--- src/rtl/relu_pkg.sv ---
// Shared constants and types for the ReLU activation/backward path.
package relu_pkg;

  localparam int DATA_W_DEF     = 16;
  localparam int DEPTH_DEF      = 64;
  localparam int LEAK_SHIFT_DEF = 3;

  typedef logic signed [DATA_W_DEF-1:0] act_t;
  typedef logic signed [DATA_W_DEF-1:0] grad_t;

endpackage

--- src/rtl/relu_mask_fifo.sv ---
// 1-bit-wide mask FIFO. The count is the only source of full/empty;
// pointers wrap naturally because DEPTH is a power of two.
module relu_mask_fifo
  import relu_pkg::*;
#(
  parameter int DEPTH = DEPTH_DEF,
  localparam int AW = $clog2(DEPTH),
  localparam int CW = AW + 1
) (
  input  logic          clk,
  input  logic          rst_n,
  input  logic          flush,
  input  logic          push,
  input  logic          wr_bit,
  input  logic          pop,
  output logic          rd_bit,
  output logic [CW-1:0] count
);

  logic [DEPTH-1:0] mem_q, mem_d;
  logic [AW-1:0]    wr_ptr_q, wr_ptr_d;
  logic [AW-1:0]    rd_ptr_q, rd_ptr_d;
  logic [CW-1:0]    count_q, count_d;

  // Next-state: flush wins over push/pop; stored bits are left as-is on flush.
  always_comb begin
    mem_d    = mem_q;
    wr_ptr_d = wr_ptr_q;
    rd_ptr_d = rd_ptr_q;
    count_d  = count_q;
    if (flush) begin
      wr_ptr_d = '0;
      rd_ptr_d = '0;
      count_d  = '0;
    end else begin
      if (push) begin
        mem_d[wr_ptr_q] = wr_bit;
        wr_ptr_d        = wr_ptr_q + AW'(1);
      end
      if (pop) begin
        rd_ptr_d = rd_ptr_q + AW'(1);
      end
      case ({push, pop})
        2'b10:   count_d = count_q + CW'(1);
        2'b01:   count_d = count_q - CW'(1);
        default: count_d = count_q;
      endcase
    end
  end

  // State registers.
  always_ff @(posedge clk or negedge rst_n) begin
    if (!rst_n) begin
      mem_q    <= '0;
      wr_ptr_q <= '0;
      rd_ptr_q <= '0;
      count_q  <= '0;
    end else begin
      mem_q    <= mem_d;
      wr_ptr_q <= wr_ptr_d;
      rd_ptr_q <= rd_ptr_d;
      count_q  <= count_d;
    end
  end

  assign rd_bit = mem_q[rd_ptr_q];
  assign count  = count_q;

endmodule

--- src/rtl/relu_backward_mask.sv ---
// ReLU backward gating: forward activations record a positivity bit, backward
// gradients are gated by the oldest recorded bit.
// Optional build macro RELU_BWD_LEAKY_EN: mask=0 gradients are scaled by
// 2^-LEAK_SHIFT (arithmetic shift) instead of being zeroed.
module relu_backward_mask
  import relu_pkg::*;
#(
  parameter int DATA_W     = DATA_W_DEF,
  parameter int DEPTH      = DEPTH_DEF,
  parameter int LEAK_SHIFT = LEAK_SHIFT_DEF,
  localparam int CW = $clog2(DEPTH) + 1
) (
  input  logic              clk,
  input  logic              rst_n,
  input  logic              flush,
  input  logic              fwd_valid,
  output logic              fwd_ready,
  input  logic [DATA_W-1:0] fwd_data,
  input  logic              bwd_valid,
  output logic              bwd_ready,
  input  logic [DATA_W-1:0] bwd_grad,
  output logic              out_valid,
  input  logic              out_ready,
  output logic [DATA_W-1:0] out_grad,
  output logic [CW-1:0]     mask_count
);

  localparam logic [CW-1:0] FULL_COUNT = CW'(DEPTH);

  logic              live_q, live_d;
  logic              out_valid_q, out_valid_d;
  logic [DATA_W-1:0] out_grad_q, out_grad_d;
  logic              mask_bit, rd_bit, push, pop;
  logic [CW-1:0]     count;
  logic [DATA_W-1:0] gated;

  // Strictly positive: sign clear and non-zero (derivative at 0 is 0).
  assign mask_bit = !fwd_data[DATA_W-1] && (fwd_data != '0);

  // live_q keeps fwd_ready low while reset is held.
  assign live_d    = 1'b1;
  assign fwd_ready = live_q && (count != FULL_COUNT) && !flush;
  assign bwd_ready = (count != '0) && (!out_valid_q || out_ready) && !flush;
  assign push      = fwd_valid && fwd_ready;
  assign pop       = bwd_valid && bwd_ready;

  relu_mask_fifo #(.DEPTH(DEPTH)) u_mask_fifo (
    .clk    (clk),
    .rst_n  (rst_n),
    .flush  (flush),
    .push   (push),
    .wr_bit (mask_bit),
    .pop    (pop),
    .rd_bit (rd_bit),
    .count  (count)
  );

`ifdef RELU_BWD_LEAKY_EN
  logic signed [DATA_W-1:0] grad_s;
  assign grad_s = bwd_grad;
`endif

  // Gradient gate: pass on mask=1, otherwise zero (or leaky-scaled).
  always_comb begin
    gated = bwd_grad;
    if (!rd_bit) begin
`ifdef RELU_BWD_LEAKY_EN
      gated = grad_s >>> LEAK_SHIFT;
`else
      gated = '0;
`endif
    end
  end

  // Output register: a pop replaces contents even while being accepted.
  always_comb begin
    out_valid_d = out_valid_q;
    out_grad_d  = out_grad_q;
    if (flush) begin
      out_valid_d = 1'b0;
    end else if (pop) begin
      out_valid_d = 1'b1;
      out_grad_d  = gated;
    end else if (out_ready) begin
      out_valid_d = 1'b0;
    end
  end

  // State registers.
  always_ff @(posedge clk or negedge rst_n) begin
    if (!rst_n) begin
      live_q      <= 1'b0;
      out_valid_q <= 1'b0;
      out_grad_q  <= '0;
    end else begin
      live_q      <= live_d;
      out_valid_q <= out_valid_d;
      out_grad_q  <= out_grad_d;
    end
  end

  assign out_valid  = out_valid_q;
  assign out_grad   = out_grad_q;
  assign mask_count = count;

endmodule

--- config.mk ---
export PLATFORM = sky130hd
export DESIGN_NAME = relu_backward_mask
export DESIGN_NICKNAME = d
export VERILOG_FILES = /design/src/rtl/relu_pkg.sv /design/src/rtl/relu_mask_fifo.sv /design/src/rtl/relu_backward_mask.sv
export SDC_FILE = /design/constraint.sdc
export NUM_CORES = 1
export LEC_CHECK = 0
export ABC_CLOCK_PERIOD_IN_PS = 3600
export BUFFER_PORTS_ARGS = -buffer_cell sky130_fd_sc_hd__clkbuf_2
export CAP_MARGIN = 15
export CORE_UTILIZATION = 58
export CTS_BUF_LIST = sky130_fd_sc_hd__clkbuf_8 sky130_fd_sc_hd__clkbuf_16
export DETAILED_ROUTE_END_ITERATION = 7
export PLACE_DENSITY = 0.83
export REMOVE_ABC_BUFFERS = 1
export SKIP_CTS_REPAIR_TIMING = 1
export SLEW_MARGIN = 30
export SYNTH_ARGS = -nofsm -noshare
export SYNTH_HDL_FRONTEND = slang
export SYNTH_SLANG_ARGS = --single-unit
export TNS_END_PERCENT = 20
--- constraint.sdc ---
create_clock -name clk -period 3.6 [get_ports clk]
set_input_delay 0.18 -clock clk [delete_from_list [all_inputs] [get_ports clk]]
set_output_delay 0.18 -clock clk [all_outputs]
set_load 0.01 [all_outputs]
==> qor_table.md, run 1 <==
| Result | Value | Unit |
| --- | --- | --- |
| Outcome | finished with violations | - |
| Failing checks | DRC | - |
| Crit share post-route | 92.2 | % |
| Ratio of total power to cell area | 509 | nW/µm² |
| Relative slew slack | 40.3 | % |
| Biggest area contributors in the synthesized netlist | dfrtp_1 47%, mux2_2 8.0%, mux4_2 6.7% | - |
| Clock latency on the worst-skew pair | 0.37 | ns |
| Area delta synth->final | 11.7 | % |
| Capturing point of the worst reg2reg path | u_mask_fifo.count[6] | - |
| Area fraction of the dominant cell type after synthesis | 47.3 | % |
| CTS tree | built | - |
| Worst reg-to-reg path cell count | 9 | - |
| EDFF count, synth | 0 | - |
| Row Count | 34 | - |
| Crit start category | register | - |
| Family with the most delay on the worst path | simple AND/OR/NAND/NOR gates | - |
| Slew Viols, Final | 0 | - |
| Vertical extent of the die | 98.0 | µm |
| Fraction of registers with async set/reset | 100 | % |
| Remaining routing DRC violations | 4 | - |
| Length of the first detailed-routing pass in iterations | 7 | - |
| Achievable clock frequency | 0.301 | GHz |
| Die area | 9610 | µm² |
| Most used DFF post-synth | dfrtp_1 | - |
| Logic depth of the worst setup path including buffers | 9 | - |
| Number of buffers created by CTS | 9 | - |
| Largest net degree at the start of global routing | 87 | - |
| Fin Clk Skew | 0.00831 | ns |
| # diodes | 0 | - |
| Bufs on Longest Clock Path | 2 | - |
| Setup_tns | 0 | ns |
| Routed wirelength normalized by instance count | 17.9 | µm |
| Core box area | 8810 | µm² |
| Clock H-tree levels | 3 | - |
| List of most frequent post-synthesis cells | 101 x dfrtp_1, 85 x nand2_1, 43 x nor2_1 | - |
| Overall power | 3.04 | mW |
| CP Max Fanout | 6 | - |
| Antenna-violating nets left | 0 | - |
| Worst R2R Setup Slack | 0.28 | ns |
| Via density per instance | 6.09 | - |
| Die Span X | 98.0 | µm |
| Number of clock sinks | 101 | - |
| Fraction of final layout cells with drive strength greater than 1 | 27.5 | % |
| Top routing layer used | met4 | - |
| Number of failing setup endpoints in the final timing report | 0 | - |
| Nature of the critical path endpoint | register | - |
| Critical Path Source | u_mask_fifo.count[1] | - |
| Maximum Capacitance Violations | 0 | - |
| Vias in the first global route | 3971 | - |
| Peak supply drop | 266 | µV |
| Pin slew with the least headroom to its limit | 0.893 | ns |
| Initial DRC Count | 216 | - |
| Cells along the critical path | or4_4 > o311a_1 > nor2_1 > ha_1 > a21o_1 > a21oi_1 > o21ai_0 > and3_1 > o211ai_1 | - |
| Worst EP required | 3.89 | ns |
| Half-perimeter wire length of the detailed placement result | 7.95 | mm |
| CP arrival | 3.60 | ns |
| NumNets Final | 604 | - |
| I/O pin total | 64 | - |
| Global Route Usage Sum | 26.5 | % |
| Fin util | 67.9 | % |
| Initial antenna violation count | 0 | - |
| Total of fill cells in the finished design | 665 | - |
| Cells after synthesis | 503 | - |
| Post-synth cell types | 58 | - |
| Mapped Area | 5350 | µm² |
| Worst Setup Path Type | reg2reg | - |
| Final estimated routing congestion in global placement | 0.856 | - |
| Via count of the routed design | 4084 | - |
| Number of port buffers | 63 | - |
| Initial cell density of the core | 60.7 | % |
| GRT Residual Overflow | 0 | - |
| Final count of hold timing violations | 0 | - |
| Total buffers and inverters traversed by the critical path | 0 | - |
| Critical Path Slowest Stage Cell | or4_4 | - |
| Clock-pin slew reported for the worst setup and hold paths after clock tree synthesis | 0.10 | ns |
| CTS Root Buffer Type | clkbuf_8 | - |
| Warnings, synthesis | 0 | - |
| Count leader, synth | dfrtp_1 | - |
| Reported leakage power | 2.83 | nW |
| Number of synthesized register bits | 101 | - |
| Wire length on met3 | 710 | µm |
| Sequential-to-total area share from yosys stat | 47.3 | % |
| Slowest stage delay, CP | 0.59 | ns |
| Class of the worst hold path | in2reg | - |
| Top cell type by total area after synthesis | dfrtp_1 | - |
| Post-Synthesis Mean Instance Area | 10.6 | µm² |
| Met2 Routed Length | 6.10 | mm |
| Unrepaired setup endpoints after global routing | no | - |
| Met1 wire length | 5.04 | mm |
| Reg-to-reg critical path startpoint | u_mask_fifo.count[1] | - |
| Capturing element of the worst setup path | u_mask_fifo.count[6] | - |
| Fin crit period | 3.32 | ns |
| Global-route wire length before repair | 19.9 | mm |
| Final WL | 12.0 | mm |
routing by layer:
layer | vias to the layer above | global-route usage, %
li1 | 1893 | -
met2 | 138 | 44.3
met1 | 2036 | 35.9
met4 | 0 | 7.46
met5 | - | 0
met3 | 17 | 4.44
per-stage QoR:
step	cell area [µm²]	worst slack, ns	std cells	hold WS [ns]
after floorplan	5200	0.446	474	-0.116
after global placement	5730	0.561	653	0.395
after detailed placement	5730	0.353	653	0.291
after CTS	5950	0.317	669	-0.125
after global routing	5980	0.146	671	0.00728
final	5980	0.282	671	0.00641
layout make-up:
class                   count  area, µm²  area share, %
multi-input cells         365       2670           44.6
flip-flops and latches    101       2530           42.3
repair buffers             73        402           6.72
well taps                 108        135           2.26
clock buffers               9        124           2.07
clock inverters             7       92.6           1.55
inverters                   8       30.0          0.503
sequential cells by signal, summed over array words and instances (netlist names):
| name | cells |
|---|---|
| u_mask_fifo.wr_ptr_q | 6 |
| u_mask_fifo.count | 7 |
| out_valid | 1 |
| u_mask_fifo.rd_ptr_q | 6 |
| out_grad | 16 |
| live_q | 1 |
| u_mask_fifo.mem_q | 64 |
kinds of logic after synthesis:
group | synth area share [%]
adders and majority gates | 2.01
and+or+nand+nor | 17.8
other | 0.0701
AOI/OAI and AO/OA | 8.40
DFF | 47.3
xor gates and xnor gates | 0.819
muxes | 20.2
buffers and inverters | 3.37
power by group:
group / leakage (nW) / total [mW] / switching [mW] / internal (mW)
logic: 1.33 / 0.869 / 0.503 / 0.366
registers: 1.39 / 1.40 / 0.130 / 1.27
clock network: 0.109 / 0.767 / 0.427 / 0.339
total: 2.83 / 3.04 / 1.06 / 1.98
cell usage in the layout (no fill, tap or decap), types with 3 or more instances in the layout:
cell / n
buf_4: 8
mux4_2: 16
clkbuf_2: 62
mux2i_1: 8
clkbuf_8: 9
mux2_1: 19
and3_1: 4
a21oi_1: 7
or4_1: 3
nand3_1: 16
o211ai_1: 3
nand2b_1: 3
or3b_2: 3
o21ai_0: 32
inv_1: 8
nor3b_1: 4
ha_1: 7
nand2_1: 85
nand3b_1: 3
a21o_1: 3
dfrtp_1: 101
o21ai_1: 10
nor2_1: 43
nor2b_1: 5
nor4_1: 4
xnor2_1: 3
or3_1: 4
mux2_2: 38
nor3_1: 9
worst register-to-register path: stages, from the launching register on:
cell,delay [ns]
dfrtp_1,0.47
or4_4,0.59
o311a_1,0.33
nor2_1,0.38
ha_1,0.36
a21o_1,0.17
a21oi_1,0.23
o21ai_0,0.25
and3_1,0.26
o211ai_1,0.19
how the worst min path moves through the flow:
stage,start,depth (start not counted),endpoint
floorplan,rst_n,0,live_q
global placement,bwd_grad[9],3,out_grad[9]
detailed placement,rst_n,1,u_mask_fifo.count[3]
CTS,rst_n,1,u_mask_fifo.mem_q[51]
global route,bwd_grad[4],3,out_grad[4]
finish,bwd_grad[4],3,out_grad[4]
Note: power is estimated with default switching activity, not from simulation.
==> inputs of run 2 (changes only) <==
- CORE_UTILIZATION: 58 -> 59
- PLACE_DENSITY: 0.83 -> 0.84
- SYNTH_HIERARCHICAL: default -> 1
==> qor_table.md, run 2 <==
| Result | Value | Unit | Change |
| --- | --- | --- | --- |
| Most common cell after layout, fill and taps aside | dfrtp_1 | - |  |
| CTS tree | built | - |  |
| Sequential-to-total area share from yosys stat | 47.0 | % | -0.25 points |
| Unrepaired setup endpoints after global routing | no | - |  |
| Reported leakage power | 2.94 | nW | +4.0% |
| Instance area at placement | 5710 | µm² | -0.35% |
| Register containing the most flip-flops in the final layout | u_mask_fifo/mem_q | - |  |
| Crit start category | register | - |  |
| CP Max Fanout | 17 | - | +11 |
| Half-perimeter wire length of the detailed placement result | 7.47 | mm | -6.1% |
| Fin util | 67.5 | % | -0.40 points |
| Initial antenna violation count | 0 | - | unchanged |
| Final count of hold timing violations | 0 | - | unchanged |
| Cells after DPL | 633 | - | -3.1% |
| Final setup margin | 0.316 | ns | +0.0333 ns |
| Top cell type by total area after synthesis | dfrtp_1 | - |  |
| Number of buffers created by CTS | 9 | - | unchanged |
| Antenna-violating nets left | 0 | - | unchanged |
| Final estimated routing congestion in global placement | 0.827 | - | -3.3% |
| Top library cells by usage in the layout, fill and taps aside | 101 x dfrtp_1, 70 x nand2_1, 62 x clkbuf_2 | - |  |
| Die Span X | 97.5 | µm | -0.57% |
| Pin slew with the least headroom to its limit | 0.787 | ns | -0.106 ns |
| Pre-CTS setup slack | 0.219 | ns | -0.135 ns |
| Global Route Usage Sum | 25.4 | % | -1.0 points |
| Relative slew slack | 47.5 | % | +7.2 points |
| Fraction of final layout cells with drive strength greater than 1 | 27.3 | % | -0.22 points |
| Hold slack | 0.0322 | ns | +0.0258 ns |
| Capturing point of the worst reg2reg path | u_mask_fifo/count[6] | - |  |
| Total of fill cells in the finished design | 663 | - | -0.30% |
| Fin Clk Skew | 0.00909 | ns | +0.000776 ns |
| Area fraction of the dominant cell type after synthesis | 47.0 | % | -0.25 points |
| Die area | 9500 | µm² | -1.1% |
| Nature of the critical path endpoint | register | - |  |
| Cells after synthesis | 486 | - | -3.4% |
| Maximum Capacitance Violations | 0 | - | unchanged |
| Class of the worst hold path | in2reg | - |  |
| Initial DRC Count | 209 | - | -3.2% |
| Cell area after layout | 5910 | µm² | -1.1% |
| Clock H-tree levels | 3 | - | unchanged |
| Number of synthesized register bits | 101 | - | unchanged |
| Flip-flop count of the largest register, all copies and words added | 64 | - | unchanged |
| Area taken by flip-flops and latches | 2530 | µm² | unchanged |
| Ratio of total power to cell area | 477 | nW/µm² | -6.3% |
| Vias in the first global route | 3921 | - | -1.3% |
| Via count of the routed design | 3933 | - | -3.7% |
| Hold Path Sink | out_grad[12] | - |  |
| Count leader, synth | dfrtp_1 | - |  |
| # diodes | 0 | - | unchanged |
| Fraction of registers with async set/reset | 100 | % | unchanged |
| Worst EP required | 3.84 | ns | -0.05 ns |
| Number of clock sinks | 101 | - | unchanged |
| Fin crit period | 3.28 | ns | -0.0333 ns |
| Crit share post-route | 91.2 | % | -0.92 points |
| Final WL | 11.4 | mm | -5.2% |
| Worst R2R Setup Slack | 0.32 | ns | +0.03 ns |
| Initial cell density of the core | 61.4 | % | +0.62 points |
| Cells along the critical path | nor4_4 > a211oi_4 > nand2_4 > inv_1 > nand2b_2 > xnor2_1 > ha_1 > or3_1 > nor4b_1 > o31a_1 > nor3_1 | - |  |
| Peak supply drop | 232 | µV | -13% |
| Warnings, synthesis | 6 | - | +6 |
| Outcome | completed | - |  |
| CP arrival | 3.53 | ns | -0.07 ns |
| Biggest area contributors in the synthesized netlist | dfrtp_1 47%, mux2_2 10%, mux4_1 7.8% | - |  |
| Bufs on Longest Clock Path | 2 | - | unchanged |
| List of most frequent post-synthesis cells | 101 x dfrtp_1, 70 x nand2_1, 48 x mux2_2 | - |  |
| Remaining routing DRC violations | 0 | - | -4 |
| Setup_tns | 0 | ns | unchanged |
| Core box area | 8760 | µm² | -0.48% |
| Vertical extent of the die | 97.5 | µm | -0.57% |
| Largest net degree at the start of global routing | 78 | - | -10% |
| Post-synth cell types | 53 | - | -8.6% |
| Worst Min Path Start | bwd_grad[12] | - |  |
| Clock latency on the worst-skew pair | 0.36 | ns | about the same |
| Number of cells traversed by the worst hold path | 3 | - | unchanged |
| I/O pin total | 64 | - | unchanged |
| Routed wirelength normalized by instance count | 17.5 | µm | -2.1% |
| Worst Setup Path Type | reg2reg | - |  |
| Post-Synthesis Mean Instance Area | 11.1 | µm² | +4.1% |
| Achievable clock frequency | 0.304 | GHz | +1.0% |
| CTS Root Buffer Type | clkbuf_8 | - |  |
| Reg-to-reg critical path startpoint | u_mask_fifo/count[1] | - |  |
| Critical Path Source | u_mask_fifo/count[1] | - |  |
| Final cell count without fillers | 650 | - | -3.1% |
| Via density per instance | 6.05 | - | -0.59% |
| EDFF count, synth | 0 | - | unchanged |
| Most used DFF post-synth | dfrtp_1 | - |  |
| Clock-pin slew reported for the worst setup and hold paths after clock tree synthesis | 0.10 | ns | about the same |
| Number of port buffers | 63 | - | unchanged |
| GRT Residual Overflow | 0 | - | unchanged |
| Slew Viols, Final | 0 | - | unchanged |
| Area delta synth->final | 9.96 | % |  |
| Number of failing setup endpoints in the final timing report | 0 | - | unchanged |
| Overall power | 2.82 | mW | -7.3% |
| Row Count | 34 | - | unchanged |
| Mapped Area | 5380 | µm² | +0.54% |
| Slowest stage delay, CP | 0.52 | ns | -0.07 ns |
| Global-route wire length before repair | 19.1 | mm | -3.9% |
| Area occupied by multi-input gates | 2620 | µm² | -1.7% |
| Critical Path Slowest Stage Cell | dfrtp_1 | - |  |
| Worst reg-to-reg path cell count | 11 | - | +2 |
| Length of the first detailed-routing pass in iterations | 4 | - | -3 |
| NumNets Final | 579 | - | -4.1% |
## run 2: cell count changes after synthesis, sizes merged, moves of 5 or more
cell	delta
o21ai	-23
nand2	-14
mux2	-9
xor2	+5
inv	+11
nand3	+5
mux2i	+19
## run 2: area by class of cell
cell class                      instances  share of cell area (%)
Sequential cell                       101                    42.8
Timing Repair Buffer                   70                    6.37
Tap cell                              108                    2.29
Clock inverter                          7                   0.995
Inverter                               19                    1.21
Clock buffer                            9                    2.10
Multi-Input combinational cell        336                    44.3
## run 2: logic make-up after synthesis
logic type	count (synthesis)	share of synthesized area [%]
XOR/XNOR	12	1.95
flip-flops	101	47.0
AND/OR/NAND/NOR	192	17.8
AO/OA/AOI/OAI	35	4.17
other	1	0.0697
adder cells (fa/ha/maj)	4	0.931
multiplexers	92	23.3
buffers and inverters	49	4.75
## run 2: worst max path at each step
stage	slack [ns]	end
2_1_floorplan	0.47	u_mask_fifo/count[6]
3_3_place_gp	0.44	u_mask_fifo/count[6]
3_5_place_dp	0.22	u_mask_fifo/count[6]
4_1_cts	0.20	u_mask_fifo/count[6]
5_1_grt	0.06	u_mask_fifo/count[6]
6_report	0.32	u_mask_fifo/count[6]
## run 2: power by group
part	switching (mW)	total (mW)	internal [mW]	leakage, nW
combinational	0.446	0.799	0.353	1.46
clock	0.406	0.668	0.262	0.0921
sequential	0.112	1.35	1.24	1.39
total	0.964	2.82	1.85	2.94
## run 2: critical path: cells and delay by family (launching register included)
kind,cells,cell delay (ns)
AO/OA/AOI/OAI,2,0.32
XOR/XNOR,1,0.11
adder cells (fa/ha/maj),1,0.23
buffers and inverters,1,0.23
flip-flops,1,0.52
AND/OR/NAND/NOR,6,1.75
## run 2: routing by layer
| metal | global-route usage (%) | share of wire, % |
|---|---|---|
| met5 | 0 | 0 |
| met4 | 10.4 | 2.1 |
| met3 | 3.53 | 5.4 |
| met2 | 42.5 | 49 |
| met1 | 33.6 | 43 |
==> inputs of run 3 (changes only) <==
- PLACE_DENSITY: 0.84 -> 0.81
==> qor_table.md, run 3 (synthesized netlist as in run 2, its figures left out) <==
| Result | Value | Unit | Change |
| --- | --- | --- | --- |
| Vias in the first global route | 3910 | - | -0.28% |
| Overall power | 2.90 | mW | +2.8% |
| CP arrival | 3.46 | ns | -0.07 ns |
| CTS tree | built | - |  |
| Initial cell density of the core | 61.4 | % | unchanged |
| Flip-flop count of the largest register, all copies and words added | 64 | - | unchanged |
| NumNets Final | 581 | - | +0.35% |
| Final count of hold timing violations | 0 | - | unchanged |
| Clock H-tree levels | 3 | - | unchanged |
| Peak supply drop | 241 | µV | +3.9% |
| Reported leakage power | 2.96 | nW | +0.59% |
| Area delta synth->final | 10.6 | % |  |
| Outcome | completed | - |  |
| Clock latency on the worst-skew pair | 0.37 | ns | about the same |
| Remaining routing DRC violations | 0 | - | unchanged |
| Number of failing setup endpoints in the final timing report | 0 | - | unchanged |
| Fin Clk Skew | 0.0106 | ns | +0.00149 ns |
| GRT Residual Overflow | 0 | - | unchanged |
| Register containing the most flip-flops in the final layout | u_mask_fifo/mem_q | - |  |
| Pin slew with the least headroom to its limit | 0.750 | ns | -0.0376 ns |
| Number of buffers created by CTS | 9 | - | unchanged |
| Global Route Usage Sum | 26.3 | % | +0.81 points |
| Initial antenna violation count | 0 | - | unchanged |
| Half-perimeter wire length of the detailed placement result | 7.75 | mm | +3.7% |
| Via count of the routed design | 3993 | - | +1.5% |
| Crit share post-route | 89.0 | % | -2.3 points |
| Unrepaired setup endpoints after global routing | no | - |  |
| Achievable clock frequency | 0.312 | GHz | +2.5% |
| Reg-to-reg critical path startpoint | u_mask_fifo/count[1] | - |  |
| Nature of the critical path endpoint | register | - |  |
| Routed wirelength normalized by instance count | 17.7 | µm | +1.2% |
| Most common cell after layout, fill and taps aside | dfrtp_1 | - |  |
| I/O pin total | 64 | - | unchanged |
| Worst Min Path Start | bwd_grad[1] | - |  |
| Number of clock sinks | 101 | - | unchanged |
| Via density per instance | 6.12 | - | +1.2% |
| Relative slew slack | 49.0 | % | +1.5 points |
| Antenna-violating nets left | 0 | - | unchanged |
| Slew Viols, Final | 0 | - | unchanged |
| Worst EP required | 3.86 | ns | +0.02 ns |
| Number of port buffers | 63 | - | unchanged |
| Die Span X | 97.5 | µm | unchanged |
| Largest net degree at the start of global routing | 65 | - | -17% |
| Crit start category | register | - |  |
| Setup_tns | 0 | ns | unchanged |
| Final cell count without fillers | 652 | - | +0.31% |
| Hold slack | 0.0214 | ns | -0.0108 ns |
| Cells after DPL | 635 | - | +0.32% |
| CTS Root Buffer Type | clkbuf_8 | - |  |
| Top library cells by usage in the layout, fill and taps aside | 101 x dfrtp_1, 70 x nand2_1, 62 x clkbuf_2 | - |  |
| Class of the worst hold path | in2reg | - |  |
| Ratio of total power to cell area | 487 | nW/µm² | +2.2% |
| Fraction of final layout cells with drive strength greater than 1 | 27.4 | % | +0.083 points |
| Final WL | 11.6 | mm | +1.5% |
| Worst Setup Path Type | reg2reg | - |  |
| Die area | 9500 | µm² | unchanged |
| Clock-pin slew reported for the worst setup and hold paths after clock tree synthesis | 0.10 | ns | about the same |
| Fin crit period | 3.20 | ns | -0.0815 ns |
| Length of the first detailed-routing pass in iterations | 5 | - | +1 |
| Maximum Capacitance Violations | 0 | - | unchanged |
| Initial DRC Count | 246 | - | +18% |
| Row Count | 34 | - | unchanged |
| CP Max Fanout | 11 | - | -6 |
| Critical Path Source | u_mask_fifo/count[1] | - |  |
| Core box area | 8760 | µm² | unchanged |
| Vertical extent of the die | 97.5 | µm | unchanged |
| Global-route wire length before repair | 19.7 | mm | +2.9% |
| Final estimated routing congestion in global placement | 0.850 | - | +2.8% |
| Bufs on Longest Clock Path | 2 | - | unchanged |
| # diodes | 0 | - | unchanged |
| Fin util | 67.8 | % | +0.39 points |
-- run 3: changes by cell type in the layout (fill, tap and decap cells not counted), sizes merged --
cell	delta
bufinv	+1
buf	+2
inv	-1
-- run 3: worst paths after layout --
| kind | endpoint | slack (ns) | depth (start not counted) |
|---|---|---|---|
| worst min register to register | u_mask_fifo/mem_q[4] | 0.51 | 1 |
| max in group asynchronous | u_mask_fifo/mem_q[43] | 2.55 | 3 |
| worst min-delay path | out_grad[1] | 0.02 | 3 |
| worst max register to register | u_mask_fifo/count[6] | 0.40 | 10 |
| worst max-delay path | u_mask_fifo/count[6] | 0.40 | 10 |
| min in group asynchronous | u_mask_fifo/count[6] | 0.22 | 2 |
-- run 3: cell type report --
class,count,area (µm²)
Inverter,19,71.3
Multi-Input combinational cell,336,2620
Sequential cell,101,2530
Timing Repair Buffer,72,388
Tap cell,108,135
Fill cell,672,2820
Clock inverter,7,83.8
Clock buffer,9,124
-- run 3: per-layer routing --
| layer | share of wire, % | GRT usage, % | routed length, µm | vias to the layer above |
|---|---|---|---|---|
| met5 | 0 | 0 | 0 | - |
| met4 | 3.1 | 10.7 | 353 | 0 |
| met2 | 50 | 42.3 | 5730 | 181 |
| met3 | 6.2 | 5.18 | 711 | 34 |
| met1 | 41 | 35.0 | 4760 | 1959 |
| li1 | - | - | - | 1819 |
-- run 3: per-stage QoR --
step	setup WS, ns	area (µm²)
2_1_floorplan	0.471	5190
3_3_place_gp	0.639	5720
3_5_place_dp	0.421	5730
4_1_cts	0.409	5940
5_1_grt	0.173	5950
6_report	0.397	5950
-- run 3: report_power, final --
| group | leakage [nW] | internal, mW | switching [mW] |
|---|---|---|---|
| Combinational | 1.47 | 0.356 | 0.446 |
| Clock | 0.102 | 0.332 | 0.410 |
| Sequential | 1.39 | 1.24 | 0.113 |
| Total | 2.96 | 1.93 | 0.969 |
-- run 3: worst max-delay path, stage by stage (launching register included) --
cell and delay [ns]:
dfrtp_1 0.52, nor4_4 0.42, a311oi_1 0.17, and2_1 0.20
nand2b_1 0.31, xnor2_1 0.22, ha_1 0.24, or3_1 0.34
nor4b_1 0.41, o31a_1 0.21, nor3_1 0.04
